`config.mk`:
```
export PLATFORM = sky130hd
export DESIGN_NAME = ransac_sample_picker_flat
export DESIGN_NICKNAME = d
export VERILOG_FILES = /design/src/rtl/ransac_pkg.sv /design/src/rtl/ransac_sample_picker_if.sv /design/src/rtl/ransac_sample_picker_mask.sv /design/src/rtl/ransac_sample_picker.sv /design/src/flat_wrapper.sv
export SDC_FILE = /design/constraint.sdc
export NUM_CORES = 1
export LEC_CHECK = 0
export CORE_MARGIN = 4
export CORE_UTILIZATION = 35
export DETAILED_ROUTE_END_ITERATION = 6
export SETUP_SLACK_MARGIN = 0.15
export SYNTH_ARGS = -nofsm -noshare
export SYNTH_HDL_FRONTEND = slang
export SYNTH_SLANG_ARGS = --single-unit
export TNS_END_PERCENT = 5
```
`constraint.sdc`:
```
create_clock -name read_clock -period 7.1 [get_ports read_clock]
set_input_delay 1.42 -clock read_clock [delete_from_list [all_inputs] [get_ports read_clock]]
set_output_delay 1.42 -clock read_clock [all_outputs]
set_load 0.005 [all_outputs]
```
`src/rtl/ransac_pkg.sv`:
```
// ----------------------------------------------------------------------------
// ransac_pkg
// Shared definitions for the RANSAC sample picker: default widths, slice
// geometry of the random word, index type and FSM state encoding.
// ----------------------------------------------------------------------------
package ransac_pkg;

    localparam int unsigned DEF_SAMPLE_SIZE  = 3;
    localparam int unsigned DEF_INDEX_WIDTH  = 16;
    localparam int unsigned DEF_MAX_ATTEMPTS = 1024;

    // The 64-bit random word is consumed as four 16-bit slices.
    localparam int unsigned WORD_WIDTH      = 64;
    localparam int unsigned SLICE_WIDTH     = 16;
    localparam int unsigned SLICES_PER_WORD = WORD_WIDTH / SLICE_WIDTH;

    typedef logic [DEF_INDEX_WIDTH-1:0] index_t;

    typedef enum logic [1:0] {
        ST_IDLE = 2'd0,
        ST_LOAD = 2'd1,
        ST_DRAW = 2'd2,
        ST_DONE = 2'd3
    } state_t;

endpackage

```
`src/rtl/ransac_sample_picker_if.sv`:
```
// ----------------------------------------------------------------------------
// ransac_sample_picker_if
// Request/result bus of the sample picker.
//   random_value : 64-bit random word (already in the picker clock domain)
//   start        : request a new sample set
//   point_count  : population size N, sampled with an accepted start
//   busy         : picker is not idle
//   out_valid    : result presented
//   out_ready    : consumer accepts the result
//   out_indices  : packed accepted indices, index k at [k*INDEX_WIDTH +: INDEX_WIDTH]
//   out_error    : result carries no valid set
// master = requester/consumer side, slave = picker side.
// ----------------------------------------------------------------------------
interface ransac_sample_picker_if
    import ransac_pkg::*;
#(
    parameter int unsigned SAMPLE_SIZE = DEF_SAMPLE_SIZE,
    parameter int unsigned INDEX_WIDTH = DEF_INDEX_WIDTH
);

    logic [WORD_WIDTH-1:0]              random_value;
    logic                               start;
    logic [INDEX_WIDTH-1:0]             point_count;
    logic                               busy;
    logic                               out_valid;
    logic                               out_ready;
    logic [SAMPLE_SIZE*INDEX_WIDTH-1:0] out_indices;
    logic                               out_error;

    modport master (
        output random_value, start, point_count, out_ready,
        input  busy, out_valid, out_indices, out_error
    );

    modport slave (
        input  random_value, start, point_count, out_ready,
        output busy, out_valid, out_indices, out_error
    );

endinterface

```
`src/rtl/ransac_sample_picker_mask.sv`:
```
// ----------------------------------------------------------------------------
// bit_length_mask
// Combinational mask generator: all ones over bit_length(i_value) bits.
//   i_value : N-1 of the population
//   o_mask  : (1 << bit_length(i_value)) - 1  (zero when i_value is zero)
// ----------------------------------------------------------------------------
module bit_length_mask #(
    parameter int unsigned WIDTH = 16
) (
    input  logic [WIDTH-1:0] i_value,
    output logic [WIDTH-1:0] o_mask
);

    // Smear the most significant set bit down to bit 0.
    always_comb begin
        logic v_seen;
        v_seen = 1'b0;
        o_mask = '0;
        for (int i = WIDTH - 1; i >= 0; i--) begin
            v_seen    = v_seen | i_value[i];
            o_mask[i] = v_seen;
        end
    end

endmodule

```
`src/rtl/ransac_sample_picker.sv`:
```
// ----------------------------------------------------------------------------
// ransac_sample_picker
// Draws SAMPLE_SIZE distinct indices in [0, N) from 16-bit slices of a random
// word using mask-and-reject sampling; gives up after MAX_ATTEMPTS slices.
//   read_clock : sole clock
//   read_reset : asynchronous active-high reset
//   bus        : request/result interface (slave modport)
// ----------------------------------------------------------------------------
module ransac_sample_picker
    import ransac_pkg::*;
#(
    parameter int unsigned SAMPLE_SIZE  = DEF_SAMPLE_SIZE,
    parameter int unsigned INDEX_WIDTH  = DEF_INDEX_WIDTH,
    parameter int unsigned MAX_ATTEMPTS = DEF_MAX_ATTEMPTS
) (
    input  logic                  read_clock,
    input  logic                  read_reset,
    ransac_sample_picker_if.slave bus
);

    localparam int unsigned CNT_W = $clog2(SAMPLE_SIZE + 1);
    localparam int unsigned ATT_W = $clog2(MAX_ATTEMPTS + 1);
    localparam int unsigned OUT_W = SAMPLE_SIZE * INDEX_WIDTH;

    state_t                  r_state;
    logic [INDEX_WIDTH-1:0]  r_n;
    logic [WORD_WIDTH-1:0]   r_word;
    logic [1:0]              r_slice;
    logic [CNT_W-1:0]        r_count;
    logic [ATT_W-1:0]        r_attempt;
    logic [OUT_W-1:0]        r_acc;
    logic                    r_busy;
    logic                    r_valid;
    logic                    r_error;
    logic [OUT_W-1:0]        r_indices;

    logic [SLICE_WIDTH-1:0]  w_slice;
    logic [INDEX_WIDTH-1:0]  w_n_m1;
    logic [INDEX_WIDTH-1:0]  w_mask;
    logic [INDEX_WIDTH-1:0]  w_cand;
    logic                    w_dup;
    logic                    w_accept;
    logic                    w_complete;
    logic                    w_exhausted;
    logic [ATT_W-1:0]        w_attempt_next;
    logic [OUT_W-1:0]        w_acc_next;

    assign w_n_m1 = r_n - INDEX_WIDTH'(1);

    bit_length_mask #(
        .WIDTH (INDEX_WIDTH)
    ) u_mask (
        .i_value (w_n_m1),
        .o_mask  (w_mask)
    );

    // Candidate evaluation for the current slice.
    always_comb begin
        w_slice = r_word[{r_slice, 4'b0000} +: SLICE_WIDTH];
        w_cand  = INDEX_WIDTH'(w_slice) & w_mask;

        // Only slots already filled in this request take part in the duplicate check.
        w_dup = 1'b0;
        for (int k = 0; k < SAMPLE_SIZE; k++) begin
            if ((CNT_W'(k) < r_count) && (r_acc[k*INDEX_WIDTH +: INDEX_WIDTH] == w_cand)) begin
                w_dup = 1'b1;
            end
        end

        w_accept   = (w_cand < r_n) && !w_dup;
        w_complete = w_accept && (r_count == CNT_W'(SAMPLE_SIZE - 1));

        w_acc_next = r_acc;
        for (int k = 0; k < SAMPLE_SIZE; k++) begin
            if (w_accept && (r_count == CNT_W'(k))) begin
                w_acc_next[k*INDEX_WIDTH +: INDEX_WIDTH] = w_cand;
            end
        end

        w_attempt_next = r_attempt + ATT_W'(1);
        w_exhausted    = (w_attempt_next == ATT_W'(MAX_ATTEMPTS));
    end

    // Control FSM with registered outputs.
    always_ff @(posedge read_clock or posedge read_reset) begin
        if (read_reset) begin
            r_state   <= ST_IDLE;
            r_n       <= '0;
            r_word    <= '0;
            r_slice   <= '0;
            r_count   <= '0;
            r_attempt <= '0;
            r_acc     <= '0;
            r_busy    <= 1'b0;
            r_valid   <= 1'b0;
            r_error   <= 1'b0;
            r_indices <= '0;
        end else begin
            case (r_state)
                ST_IDLE: begin
                    if (bus.start) begin
                        r_n       <= bus.point_count;
                        r_count   <= '0;
                        r_attempt <= '0;
                        r_acc     <= '0;
                        r_busy    <= 1'b1;
                        // A population smaller than the set size can never succeed.
                        if (bus.point_count < INDEX_WIDTH'(SAMPLE_SIZE)) begin
                            r_state   <= ST_DONE;
                            r_valid   <= 1'b1;
                            r_error   <= 1'b1;
                            r_indices <= '0;
                        end else begin
                            r_state <= ST_LOAD;
                        end
                    end
                end

                ST_LOAD: begin
                    r_word  <= bus.random_value;
                    r_slice <= '0;
                    r_state <= ST_DRAW;
                end

                ST_DRAW: begin
                    r_attempt <= w_attempt_next;
                    r_slice   <= r_slice + 2'd1;
                    r_acc     <= w_acc_next;
                    if (w_accept) begin
                        r_count <= r_count + CNT_W'(1);
                    end
                    // Completion takes priority over running out of attempts.
                    if (w_complete) begin
                        r_state   <= ST_DONE;
                        r_valid   <= 1'b1;
                        r_error   <= 1'b0;
                        r_indices <= w_acc_next;
                    end else if (w_exhausted) begin
                        r_state   <= ST_DONE;
                        r_valid   <= 1'b1;
                        r_error   <= 1'b1;
                        r_indices <= '0;
                    end else if (r_slice == 2'd3) begin
                        r_state <= ST_LOAD;
                    end
                end

                ST_DONE: begin
                    if (bus.out_ready) begin
                        r_state   <= ST_IDLE;
                        r_busy    <= 1'b0;
                        r_valid   <= 1'b0;
                        r_error   <= 1'b0;
                        r_indices <= '0;
                    end
                end

                default: begin
                    r_state <= ST_IDLE;
                end
            endcase
        end
    end

    assign bus.busy        = r_busy;
    assign bus.out_valid   = r_valid;
    assign bus.out_error   = r_error;
    assign bus.out_indices = r_indices;

endmodule
```
`src/flat_wrapper.sv`:
```
// flat-port wrapper written by rule: the top's interface ports become plain ports
module ransac_sample_picker_flat import ransac_pkg::*;
#(
    parameter int unsigned SAMPLE_SIZE  = DEF_SAMPLE_SIZE,
    parameter int unsigned INDEX_WIDTH  = DEF_INDEX_WIDTH,
    parameter int unsigned MAX_ATTEMPTS = DEF_MAX_ATTEMPTS
)
  (read_clock, read_reset, bus_random_value, bus_start, bus_point_count, bus_out_ready, bus_busy, bus_out_valid, bus_out_indices, bus_out_error);
  ransac_sample_picker_if #(.SAMPLE_SIZE(SAMPLE_SIZE), .INDEX_WIDTH(INDEX_WIDTH)) bus_i ();
  input  logic read_clock;
  input  logic read_reset;
  input wire logic [$bits(bus_i.random_value)-1:0] bus_random_value;
  input wire logic [$bits(bus_i.start)-1:0] bus_start;
  input wire logic [$bits(bus_i.point_count)-1:0] bus_point_count;
  input wire logic [$bits(bus_i.out_ready)-1:0] bus_out_ready;
  output wire logic [$bits(bus_i.busy)-1:0] bus_busy;
  output wire logic [$bits(bus_i.out_valid)-1:0] bus_out_valid;
  output wire logic [$bits(bus_i.out_indices)-1:0] bus_out_indices;
  output wire logic [$bits(bus_i.out_error)-1:0] bus_out_error;
  assign bus_i.random_value = bus_random_value;
  assign bus_i.start = bus_start;
  assign bus_i.point_count = bus_point_count;
  assign bus_i.out_ready = bus_out_ready;
  assign bus_busy = bus_i.busy;
  assign bus_out_valid = bus_i.out_valid;
  assign bus_out_indices = bus_i.out_indices;
  assign bus_out_error = bus_i.out_error;
  ransac_sample_picker #(.SAMPLE_SIZE(SAMPLE_SIZE), .INDEX_WIDTH(INDEX_WIDTH), .MAX_ATTEMPTS(MAX_ATTEMPTS)) u_core (.read_clock(read_clock), .read_reset(read_reset), .bus(bus_i));
endmodule
```
* Yosys cells after proc, flatten, opt, wreduce, memory -nomap -nowiden
Cells that the tools add are included.
Word-level totals: memories 0, ROM bits 0, word-level logic and storage cells 110, flip-flop bits (word level) 196, RAM bits 0, input port bits 84, latch bits 0
Operators by class: bitwise logic cells 16, div/mod/pow operators 0, add/sub/neg operators 4, shift-type cells 1, multiply operators 0, $lt $le $gt $ge 5, eq/ne operators 16, muxes and demuxes 37, reductions and logical operators 20
Operator list (number):
- 48-bit two-way mux | 6
- 48-bit case mux with 3 select lines | 1
- 48-bit case mux with 2 select lines | 1
- 64-bit by 7-bit indexed part select with 16-bit output | 1
- 16-bit equality test | 3
- 16-bit two-way mux | 3
- 11-bit case mux with 2 select lines | 1
- 16-bit bitwise AND | 1
- 16-bit less-than comparator | 1
- 16-bit by 2-bit less-than comparator with 1-bit output, second input constant | 1
- 2-bit two-way mux | 8
- 16-bit by 1-bit subtractor with 16-bit output, second input constant | 1
- 1-bit OR | 15
- 11-bit by 1-bit adder with 11-bit output, second input constant | 1
- 11-bit equality test, second input constant | 1
- 11-bit two-way mux | 1
- 1-bit two-way mux | 10
- 3-bit AND reduction | 3
- 2-bit equality test, second input constant | 4
- 2-bit case mux with 2 select lines | 2
- 2-bit case mux with 4 select lines | 1
- 1-bit logical AND | 7
- 1-bit case mux with 3 select lines | 2
- 2-bit nonzero test | 3
- other kinds (14) | 21

* Depth between registers and ports, before layout
Gate-level depths: netlist of the first run.
depth in word-level cells 28, gate-level depth with buffers 26

* Cells and area by module
From an unflattened synthesis of the first run, not the netlist that was laid out.
Unflattened totals: cells, all modules 1000, area total of the unflattened synthesis 10622.7 µm²
Modules (own cells, without submodules):
- ransac_sample_picker | cells each 974, seq. area each 4904.7 µm², area an instance 10467.5 µm², times used 1
- bit_length_mask | cells each 26, seq. area each 0.0 µm², area an instance 155.1 µm², times used 1

* Worst setup path after synthesis of the first run
No wires, ideal clock.
kind flip-flop to flip-flop, from register u_core.r_n[7], to register u_core.r_error, in the netlist u_core.bus.out_error, setup time 0.127 ns, setup slack 2.134 ns, buffers on the path 4, required time 6.973 ns, cell stages (with the launch flop) 23, arrival time 4.838 ns, cell sequence dfrtp_1 or4_1 clkbuf_1 nor4_1 o32ai_2 and2_0 buf_2 a31oi_2 ha_1 a21o_1 a21o_1 a21o_1 a21o_1 a21oi_1 o21ai_0 a31o_2 a41oi_2 o31a_2 nand2_4 a31o_1 buf_4 buf_12 mux2_1
On the way: cells in the longest elaborated chain, start to end 27
Ends and longest elaborated chain:
- from (decl) | line ransac_sample_picker.sv:26 | logic [INDEX_WIDTH-1:0] r_n;
- from (signal assigned) | line ransac_sample_picker.sv:102 | r_n <= bus.point_count;
- 16-bit by 1-bit subtractor with 16-bit output | line ransac_sample_picker.sv:48 | assign w_n_m1 = r_n - INDEX_WIDTH'(1);
- 1-bit OR (15 in a row) | line ransac_sample_picker_mask.sv:20 | v_seen = v_seen | i_value[i];
- 16-bit bitwise AND | line ransac_sample_picker.sv:60 | w_cand = INDEX_WIDTH'(w_slice) & w_mask;
- 16-bit equality test | line ransac_sample_picker.sv:65 | if ((CNT_W'(k) < r_count) && (r_acc[k*INDEX_WIDTH +: INDEX_WIDTH] == w_cand)) begin
- 1-bit logical AND | line ransac_sample_picker.sv:65
- 1-bit two-way mux (3 in a row) | line ransac_sample_picker.sv:65
- 1-bit logical NOT | line ransac_sample_picker.sv:70 | w_accept = (w_cand < r_n) && !w_dup;
- 1-bit logical AND (*) | line ransac_sample_picker.sv:70
- 1-bit logical AND (*) | line ransac_sample_picker.sv:71 | w_complete = w_accept && (r_count == CNT_W'(SAMPLE_SIZE - 1));
- 3-bit by 1-bit != test with 1-bit output (no source line) or 1-bit two-way mux (tied branches)
- 5-bit AND reduction (no source line) or 1-bit case mux with 3 select lines (tied branches)
- to (signal assigned) | line ransac_sample_picker.sv:96 | r_error <= 1'b0;
- to (signal assigned) | line ransac_sample_picker.sv:111 | r_error <= 1'b1;
- to (signal assigned) | line ransac_sample_picker.sv:136 | r_error <= 1'b0;
- to (decl) | line ransac_sample_picker.sv:34 | logic r_error;
Mark *: on every way between the ends. The rest lies on a longest branch, timed or not. A chain may end at the register's enable or synchronous reset.

* Worst setup path in the final report of the first run
from register u_core.r_n[0], to register u_core.r_indices[9], in the netlist u_core.bus.out_indices[9]
On the way: cells in the longest elaborated chain, start to end 28
Ends and longest elaborated chain:
- 16-bit by 1-bit subtractor with 16-bit output | line ransac_sample_picker.sv:48
- 1-bit OR (15 in a row) | line ransac_sample_picker_mask.sv:20
- 16-bit bitwise AND | line ransac_sample_picker.sv:60
- 16-bit equality test | line ransac_sample_picker.sv:65
- 1-bit logical AND | line ransac_sample_picker.sv:65
- 1-bit two-way mux (3 in a row) | line ransac_sample_picker.sv:65
- 1-bit logical NOT | line ransac_sample_picker.sv:70
- 1-bit logical AND | line ransac_sample_picker.sv:70
- 1-bit logical AND | line ransac_sample_picker.sv:75 | if (w_accept && (r_count == CNT_W'(k))) begin
- 16-bit two-way mux | line ransac_sample_picker.sv:75
- 48-bit two-way mux | line ransac_sample_picker.sv:133 | if (w_complete) begin
- 48-bit case mux with 3 select lines | line ransac_sample_picker.sv:99 | case (r_state)
- to (signal assigned) | line ransac_sample_picker.sv:137 | r_indices <= w_acc_next;
- to (decl) | line ransac_sample_picker.sv:35 | logic [OUT_W-1:0] r_indices;
Parallel ways exist; a longest one is shown, timed or not.

==> run_results.csv, run 1 <==
group,metric,value,unit
power,seqPwrFrac,27.9,%
sta,final-setup-viol-count,0,
grt,grtUsageTotal,21.9,%
floorplanning,die_x,191,µm
floorplanning,coreArea,32900,µm²
placed_design,gp_congestion,1.03,
drt,viasPerCell,5.88,
sta,setup_tns,0,ns
floorplanning,fp.dieArea,36700,µm²
critical_path,endpoint_kind,"register",
floorplanning,start_util,35.8,%
grt,grt_pass1_wl,60500,µm
placed_design,dp.cells,1604,
sta,period_share,90.0,%
sta,max-slew-margin-rel,30.5,%
final_layout,area_growth,20.0,%
power,powerDensity,477,nW/µm²
grt,antenna_found_initial,1,
sta,worst_pin_slew,1.04,ns
power,swShare,48.2,%
clock_network,htreeDepth,4,
floorplanning,fp-row-count,66,
drt,vias,9619,
power,p_leak,0.00563,µW
sta,rsz0062_at_grt,"no",
drt,avgRoutedWirePerCell,24.3,µm
final_layout,final_util,43.0,%
yosys,synth-async-reset-ratio,100,%
sta,fin_skew,0.0146,ns
grt,grt_max_degree,84,
grt,overflow,0,
clock_network,holdBufCountCts,0,
yosys,seq_area_frac_synth,41.6,%
critical_path,path_class,"register to register",
drt,initialDrtViolationCount,726,
final_layout,n_antenna_cell,0,
critical_path,cp-start-kind,"register",
critical_path,crit_arrival,6.71,ns
critical_path,cp_max_fo,39,
power,intPower,3490,µW
clock_network,clk_path_buf_depth,2,
clock_network,cts_resized,0,
power,p_comb_share,57.3,%
power,peakVddDrop,240,µV
grt,grt_pass1_vias,9691,
final_layout,stdcell_area,14100,µm²
drt,drtPass1Iterations,6,
status,status,"completed",
yosys,yosys_warnings,0,
critical_path,cp_cell_sequence,"inv_1, ha_1, o21ba_2, nor4_1, o32ai_2, nand2_1, nor4_2, a21oi_1, ha_1, a21oi_1, nor2b_1, o21ai_0, o211ai_1, a31o_2, a41oi_2, o31a_2, nand2_4, a31o_2, buf_12, o2bb2ai_2",
clock_network,cts_setup_buffers,0,
yosys,synth_cells,1060,
flow_run,cap_violations,0,
clock_network,cts-root-buf,"clkbuf_16",
clock_network,cts_made_buffers,17,
placed_design,io_buffers,134,
critical_path,cp_slowest_cell,"nor4_2",
floorplanning,io-pin-count,135,
yosys,synth_fp_nets,1170,
yosys,syn_area,11800,µm²
sta,fmax,156,MHz
floorplanning,fp.dieH,191,µm
final_layout,drive_above_1_share,20.9,%
sta,hold_slack,0.500,ns
yosys,synth.distinct_cells,101,
clock_network,clk_latency,0.46,ns
drt,drcViolationCount,0,
clock_network,cts_tree,"built",
power,p_clk_share,14.7,%
final_layout,nets,1291,
sta,final_max_slew_viol_count,0,
critical_path,max_stage_delay,0.80,ns
sta,hold_viol_final,0,
yosys,synthFlopType,"dfrtp_1",
final_layout,fin_cells,1636,
clock_network,clk_pin_slew,0.07,ns
critical_path,cp.required,7.42,ns
drt,ant_nets,0,
worst_hold_path,hold_path.class,"register to register",
placed_design,placed_cell_area,13500,µm²
placed_design,dpl.hpwl,29900,µm
power,p_switching,3250,µW
clock_network,cts.sinks,196,
drt,routed_wl,39700,µm
sta,timing.final.crit_period,6.39,ns
yosys,syn_area_per_cell,11.1,µm²
yosys,ys_seq_elements,196,
yosys,synth_edf_count,0,
## Yosys cell counts, types with 13 or more instances
cell       instances  share of area (%)
dfrtp_1          196                 42
mux2_2            96                9.2
mux2i_1           66                5.6
inv_1             63                2.0
nand2_1           61                1.9
a22o_1            38                2.8
nor2_1            37                1.2
o21ai_0           31                1.3
o2bb2ai_2         30                3.8
a21oi_1           27                1.1
nor3_1            27                1.1
ha_1              26                2.8
nand3_1           23               0.98
clkbuf_1          18               0.57
a32o_1            17                1.4
buf_2             16               0.68
buf_4             14               0.89
a31oi_1           13               0.69
## state kept, by name, indices dropped and copies added (netlist names)
signal and count:
u_core.r_n 16, u_core.bus.out_error 1, u_core.r_attempt 11, u_core.r_word 64, u_core.bus.out_indices 48, u_core.r_acc 48, u_core.r_count 2, u_core.r_slice 2
u_core.bus.busy 1, u_core.r_state 2, u_core.bus.out_valid 1
## path summary, 6_finish.rpt
path	start	end	slack (ns)	cells after the start
setup / recovery	u_core.r_n[0]$_DFFE_PP0P_	u_core.bus.out_indices[9]$_DFFE_PP0P_	0.71	20
hold / removal	u_core.bus.out_indices[25]$_DFFE_PP0P_	u_core.bus.out_indices[25]$_DFFE_PP0P_	0.50	1
setup reg to reg	u_core.r_n[0]$_DFFE_PP0P_	u_core.bus.out_indices[9]$_DFFE_PP0P_	0.71	20
hold reg to reg	u_core.bus.out_indices[25]$_DFFE_PP0P_	u_core.bus.out_indices[25]$_DFFE_PP0P_	0.50	1
max in group asynchronous	read_reset	u_core.bus.out_indices[6]$_DFFE_PP0P_	4.31	3
min in group asynchronous	read_reset	u_core.r_word[28]$_DFFE_PP0P_	1.37	2
## stage by stage
stage                     setup WS [ns]  power (µW)
after floorplan                   0.339        4450
after global placement            0.938        5690
after detailed placement          0.914        5700
after CTS                         0.874        6720
after global routing              0.197        7110
final                             0.708        6740
## metal layers
layer | global-route usage [%] | up-vias | part of all wire [%]
met4 | 8.09 | 0 | 3.2
met2 | 34.0 | 356 | 45
met5 | 0 | - | 0
met3 | 5.41 | 61 | 6.9
met1 | 29.6 | 4904 | 44
li1 | - | 4298 | -
## placed cells by master, fill, tap and decap left out, types with 6 or more instances in the layout
| master | netlist | routed |
|---|---|---|
| a221oi_1 | 8 | 8 |
| nand2_1 | 61 | 61 |
| nor3_1 | 27 | 27 |
| a22o_1 | 38 | 38 |
| and3_1 | 12 | 12 |
| buf_4 | 14 | 28 |
| inv_1 | 63 | 62 |
| a22oi_1 | 7 | 7 |
| nor4_1 | 12 | 12 |
| o21ai_0 | 31 | 31 |
| mux4_2 | 10 | 10 |
| or2_2 | 6 | 6 |
| ha_1 | 26 | 25 |
| mux2_2 | 96 | 96 |
| a32o_1 | 17 | 17 |
| a31oi_1 | 13 | 13 |
| xnor2_1 | 7 | 7 |
| dfrtp_1 | 196 | 196 |
| o2bb2ai_2 | 30 | 30 |
| o22ai_1 | 7 | 7 |
| a21o_1 | 9 | 9 |
| o31ai_1 | 6 | 6 |
| nor2_1 | 37 | 37 |
| o211ai_1 | 8 | 8 |
| nand4_1 | 12 | 12 |
| clkdlybuf4s50_1 | 0 | 134 |
| mux2i_1 | 66 | 66 |
| nand2b_1 | 10 | 10 |
| or4_1 | 6 | 6 |
| clkbuf_16 | 0 | 17 |
| a21oi_1 | 27 | 27 |
| nand3_1 | 23 | 23 |
## power by group through the flow
stage | Combinational, µW | Sequential (µW) | Clock (µW)
after floorplan | 2780 | 1660 | 0
after global placement | 3800 | 1890 | 0
after detailed placement | 3800 | 1900 | 0
after CTS | 3820 | 1880 | 1020
after global routing | 4120 | 1940 | 1060
final | 3860 | 1880 | 993
## critical path: cells and delay by family (launching register included)
| family | cells | cell delay, ns |
|---|---|---|
| AOI/OAI and AO/OA | 11 | 3.29 |
| and+or+nand+nor | 5 | 1.30 |
| adders and majority gates | 2 | 0.72 |
| DFF | 1 | 0.50 |
| buffers and inverters | 2 | 0.38 |
## cells by family (layout without fill, tap and decap cells)
family	Yosys count	count (layout)	share of synthesized area, %
and+or+nand+nor	252	252	12.0
AOI/OAI and AO/OA	275	275	20.3
adders and majority gates	26	26	2.76
muxes	174	174	16.9
xor gates and xnor gates	12	12	1.02
DFF	196	196	41.6
buffers and inverters	125	259	5.37
## layout make-up
cell class                 count  area (µm²)
multi-input combinational    739        6250
fill                        3229       18700
timing repair buffer         164        1590
sequential                   196        4900
clock inverter                11         115
inverter                      63         244
tap                          442         553
clock buffer                  21         480
Note: power is estimated with default switching activity, not from simulation.
==> run 2, diff against run 1 <==
--- a/config.mk
+++ b/config.mk
@@ -8,6 +8,7 @@
 export CORE_MARGIN = 4
 export CORE_UTILIZATION = 35
 export DETAILED_ROUTE_END_ITERATION = 6
+export HOLD_SLACK_MARGIN = 0.06
 export SETUP_SLACK_MARGIN = 0.15
 export SYNTH_ARGS = -nofsm -noshare
 export SYNTH_HDL_FRONTEND = slang
==> constraint.sdc (replaced) <==
create_clock -name read_clock -period 7.1 [get_ports read_clock]
set_input_delay 1.065 -clock read_clock [delete_from_list [all_inputs] [get_ports read_clock]]
set_output_delay 1.065 -clock read_clock [all_outputs]
set_load 0.005 [all_outputs]
==> run 2 against run 1 <==
Critical path type unchanged. Count of clock-buffer cells in the layout down 3. Critical path depth up 2. Largest power group unchanged. Clock skew down 0.0016 ns. Sequential share of layout area about the same. Combinational power about the same. Clock power about the same. Final cell count unchanged. Via count down 0.34%. Power up 0.38%. Maximum frequency up 1.8%. Core utilization about the same. Largest cell class unchanged. Routed wire length up 1.1%.
==> run_results.csv, run 2 (same netlist as run 1, synthesis figures left out) <==
group,metric,value,unit
status,status,"completed",
clock_network,cts.sinks,196,
power,p_clk_share,14.9,%
power,p_leak,0.00563,µW
sta,final_max_slew_viol_count,0,
drt,routed_wl,40200,µm
power,powerDensity,479,nW/µm²
clock_network,clk_pin_slew,0.08,ns
drt,viasPerCell,5.86,
clock_network,cts_made_buffers,17,
clock_network,clk_latency,0.45,ns
critical_path,endpoint_kind,"register",
grt,overflow,0,
clock_network,clk_path_buf_depth,2,
floorplanning,fp.dieH,191,µm
floorplanning,coreArea,32900,µm²
placed_design,io_buffers,134,
sta,worst_pin_slew,1.20,ns
clock_network,cts-root-buf,"clkbuf_16",
critical_path,cp-start-kind,"register",
power,peakVddDrop,211,µV
power,intPower,3460,µW
clock_network,holdBufCountCts,0,
sta,max-slew-margin-rel,19.8,%
flow_run,cap_violations,0,
final_layout,area_growth,19.9,%
worst_hold_path,hold_path.class,"register to register",
floorplanning,die_x,191,µm
critical_path,crit_arrival,6.59,ns
grt,antenna_found_initial,0,
power,seqPwrFrac,27.9,%
sta,hold_slack,0.497,ns
drt,drcViolationCount,0,
clock_network,cts_resized,0,
final_layout,nets,1291,
grt,grt_pass1_vias,9700,
critical_path,cp_max_fo,39,
grt,grt_max_degree,78,
grt,grtUsageTotal,21.8,%
power,swShare,48.8,%
placed_design,dpl.hpwl,29800,µm
floorplanning,io-pin-count,135,
final_layout,fin_cells,1636,
sta,period_share,88.4,%
drt,drtPass1Iterations,5,
drt,vias,9586,
clock_network,cts_tree,"built",
drt,ant_nets,0,
power,p_comb_share,57.2,%
final_layout,final_common_cell,"dfrtp_1",
sta,fmax,159,MHz
clock_network,htreeDepth,4,
floorplanning,fp-row-count,66,
drt,initialDrtViolationCount,896,
floorplanning,start_util,35.8,%
critical_path,cp.required,7.41,ns
sta,hold_viol_final,0,
final_layout,n_antenna_cell,0,
clock_network,cts_setup_buffers,0,
sta,timing.final.crit_period,6.28,ns
placed_design,gp_congestion,1.05,
sta,fin_skew,0.0130,ns
final_layout,regMostFlops,"u_core.r_word",
critical_path,path_class,"register to register",
sta,final-setup-viol-count,0,
final_layout,largest_register_ffs,64,
placed_design,dp.cells,1604,
sta,rsz0062_at_grt,"no",
sta,setup_tns,0,ns
power,p_switching,3300,µW
floorplanning,fp.dieArea,36700,µm²
drt,avgRoutedWirePerCell,24.6,µm
grt,grt_pass1_wl,61100,µm
final_layout,final_cell_mix,"196 x dfrtp_1, 134 x clkdlybuf4s50_1, 96 x mux2_2",
final_layout,drive_above_1_share,20.9,%
[run 2: changes by cell type in the layout (fill, tap and decap cells not counted)]
cell / previous run / this run
clkinv_4: 1 / 2
buf_12: 2 / 1
clkbuf_8: 4 / 1
clkinv_8: 0 / 2
buf_4: 28 / 29
inv_8: 3 / 4
clkinv_2: 1 / 0
[run 2: final cells by class]
class	count	area [µm²]
inverters	63	244
flip-flops and latches	196	4900
repair buffers	164	1580
clock buffers	18	439
well taps	442	553
clock inverters	14	163
multi-input cells	739	6250
fillers	3170	18700
[run 2: routing by layer]
metal / vias up / global-route usage (%) / share of wire [%]
met5: - / 0 / 0
met2: 389 / 33.7 / 45
met1: 4835 / 30.6 / 45
li1: 4295 / - / -
met3: 67 / 4.95 / 6.9
met4: 0 / 6.71 / 2.8
[run 2: power groups by stage]
stage | combinational [µW] | clock (µW) | sequential (µW)
final | 3870 | 1010 | 1890
after global routing | 4110 | 1070 | 1930
after CTS | 3800 | 1030 | 1880
after detailed placement | 3780 | 0 | 1900
after global placement | 3770 | 0 | 1890
after floorplan | 2780 | 0 | 1660
[run 2: path summary, 6_finish.rpt]
check	startpoint	to	slack (ns)	depth (start not counted)
worst max-delay path	u_core.r_n[0]$_DFFE_PP0P_	u_core.bus.out_indices[30]$_DFFE_PP0P_	0.82	22
worst min-delay path	u_core.bus.out_indices[4]$_DFFE_PP0P_	u_core.bus.out_indices[4]$_DFFE_PP0P_	0.50	1
worst max register to register	u_core.r_n[0]$_DFFE_PP0P_	u_core.bus.out_indices[30]$_DFFE_PP0P_	0.82	22
worst min register to register	u_core.bus.out_indices[4]$_DFFE_PP0P_	u_core.bus.out_indices[4]$_DFFE_PP0P_	0.50	1
max in group asynchronous	read_reset	u_core.bus.out_indices[8]$_DFFE_PP0P_	4.67	3
min in group asynchronous	read_reset	u_core.r_word[12]$_DFFE_PP0P_	1.08	2
[run 2: worst max-delay path: stages, from the launching register on]
cell,delay [ns]
dfrtp_1,0.49
inv_1,0.12
ha_1,0.48
o21ba_2,0.26
o41ai_1,0.48
o31ai_2,0.14
buf_4,0.21
nand4_1,0.15
nor4b_2,0.06
buf_4,0.19
nor2_1,0.91
ha_1,0.39
o21ai_0,0.09
nand2b_1,0.07
a21oi_1,0.22
o211ai_1,0.14
a31o_2,0.30
a41oi_2,0.20
o31a_2,0.28
nand2_4,0.09
a31o_2,0.40
buf_12,0.26
o2bb2ai_1,0.16
[run 2: metrics by stage]
| step | total power (µW) | instance area [µm²] | setup slack, ns | util, % |
|---|---|---|---|---|
| after floorplan | 4450 | 11800 | 0.694 | - |
| after global placement | 5660 | 13500 | 0.918 | 41.2 |
| after detailed placement | 5680 | 13500 | 0.908 | 41.2 |
| after CTS | 6710 | 14100 | 0.890 | 43.0 |
| final | 6760 | 14100 | 0.821 | 43.0 |
| after global routing | 7110 | 14100 | 0.473 | 43.0 |
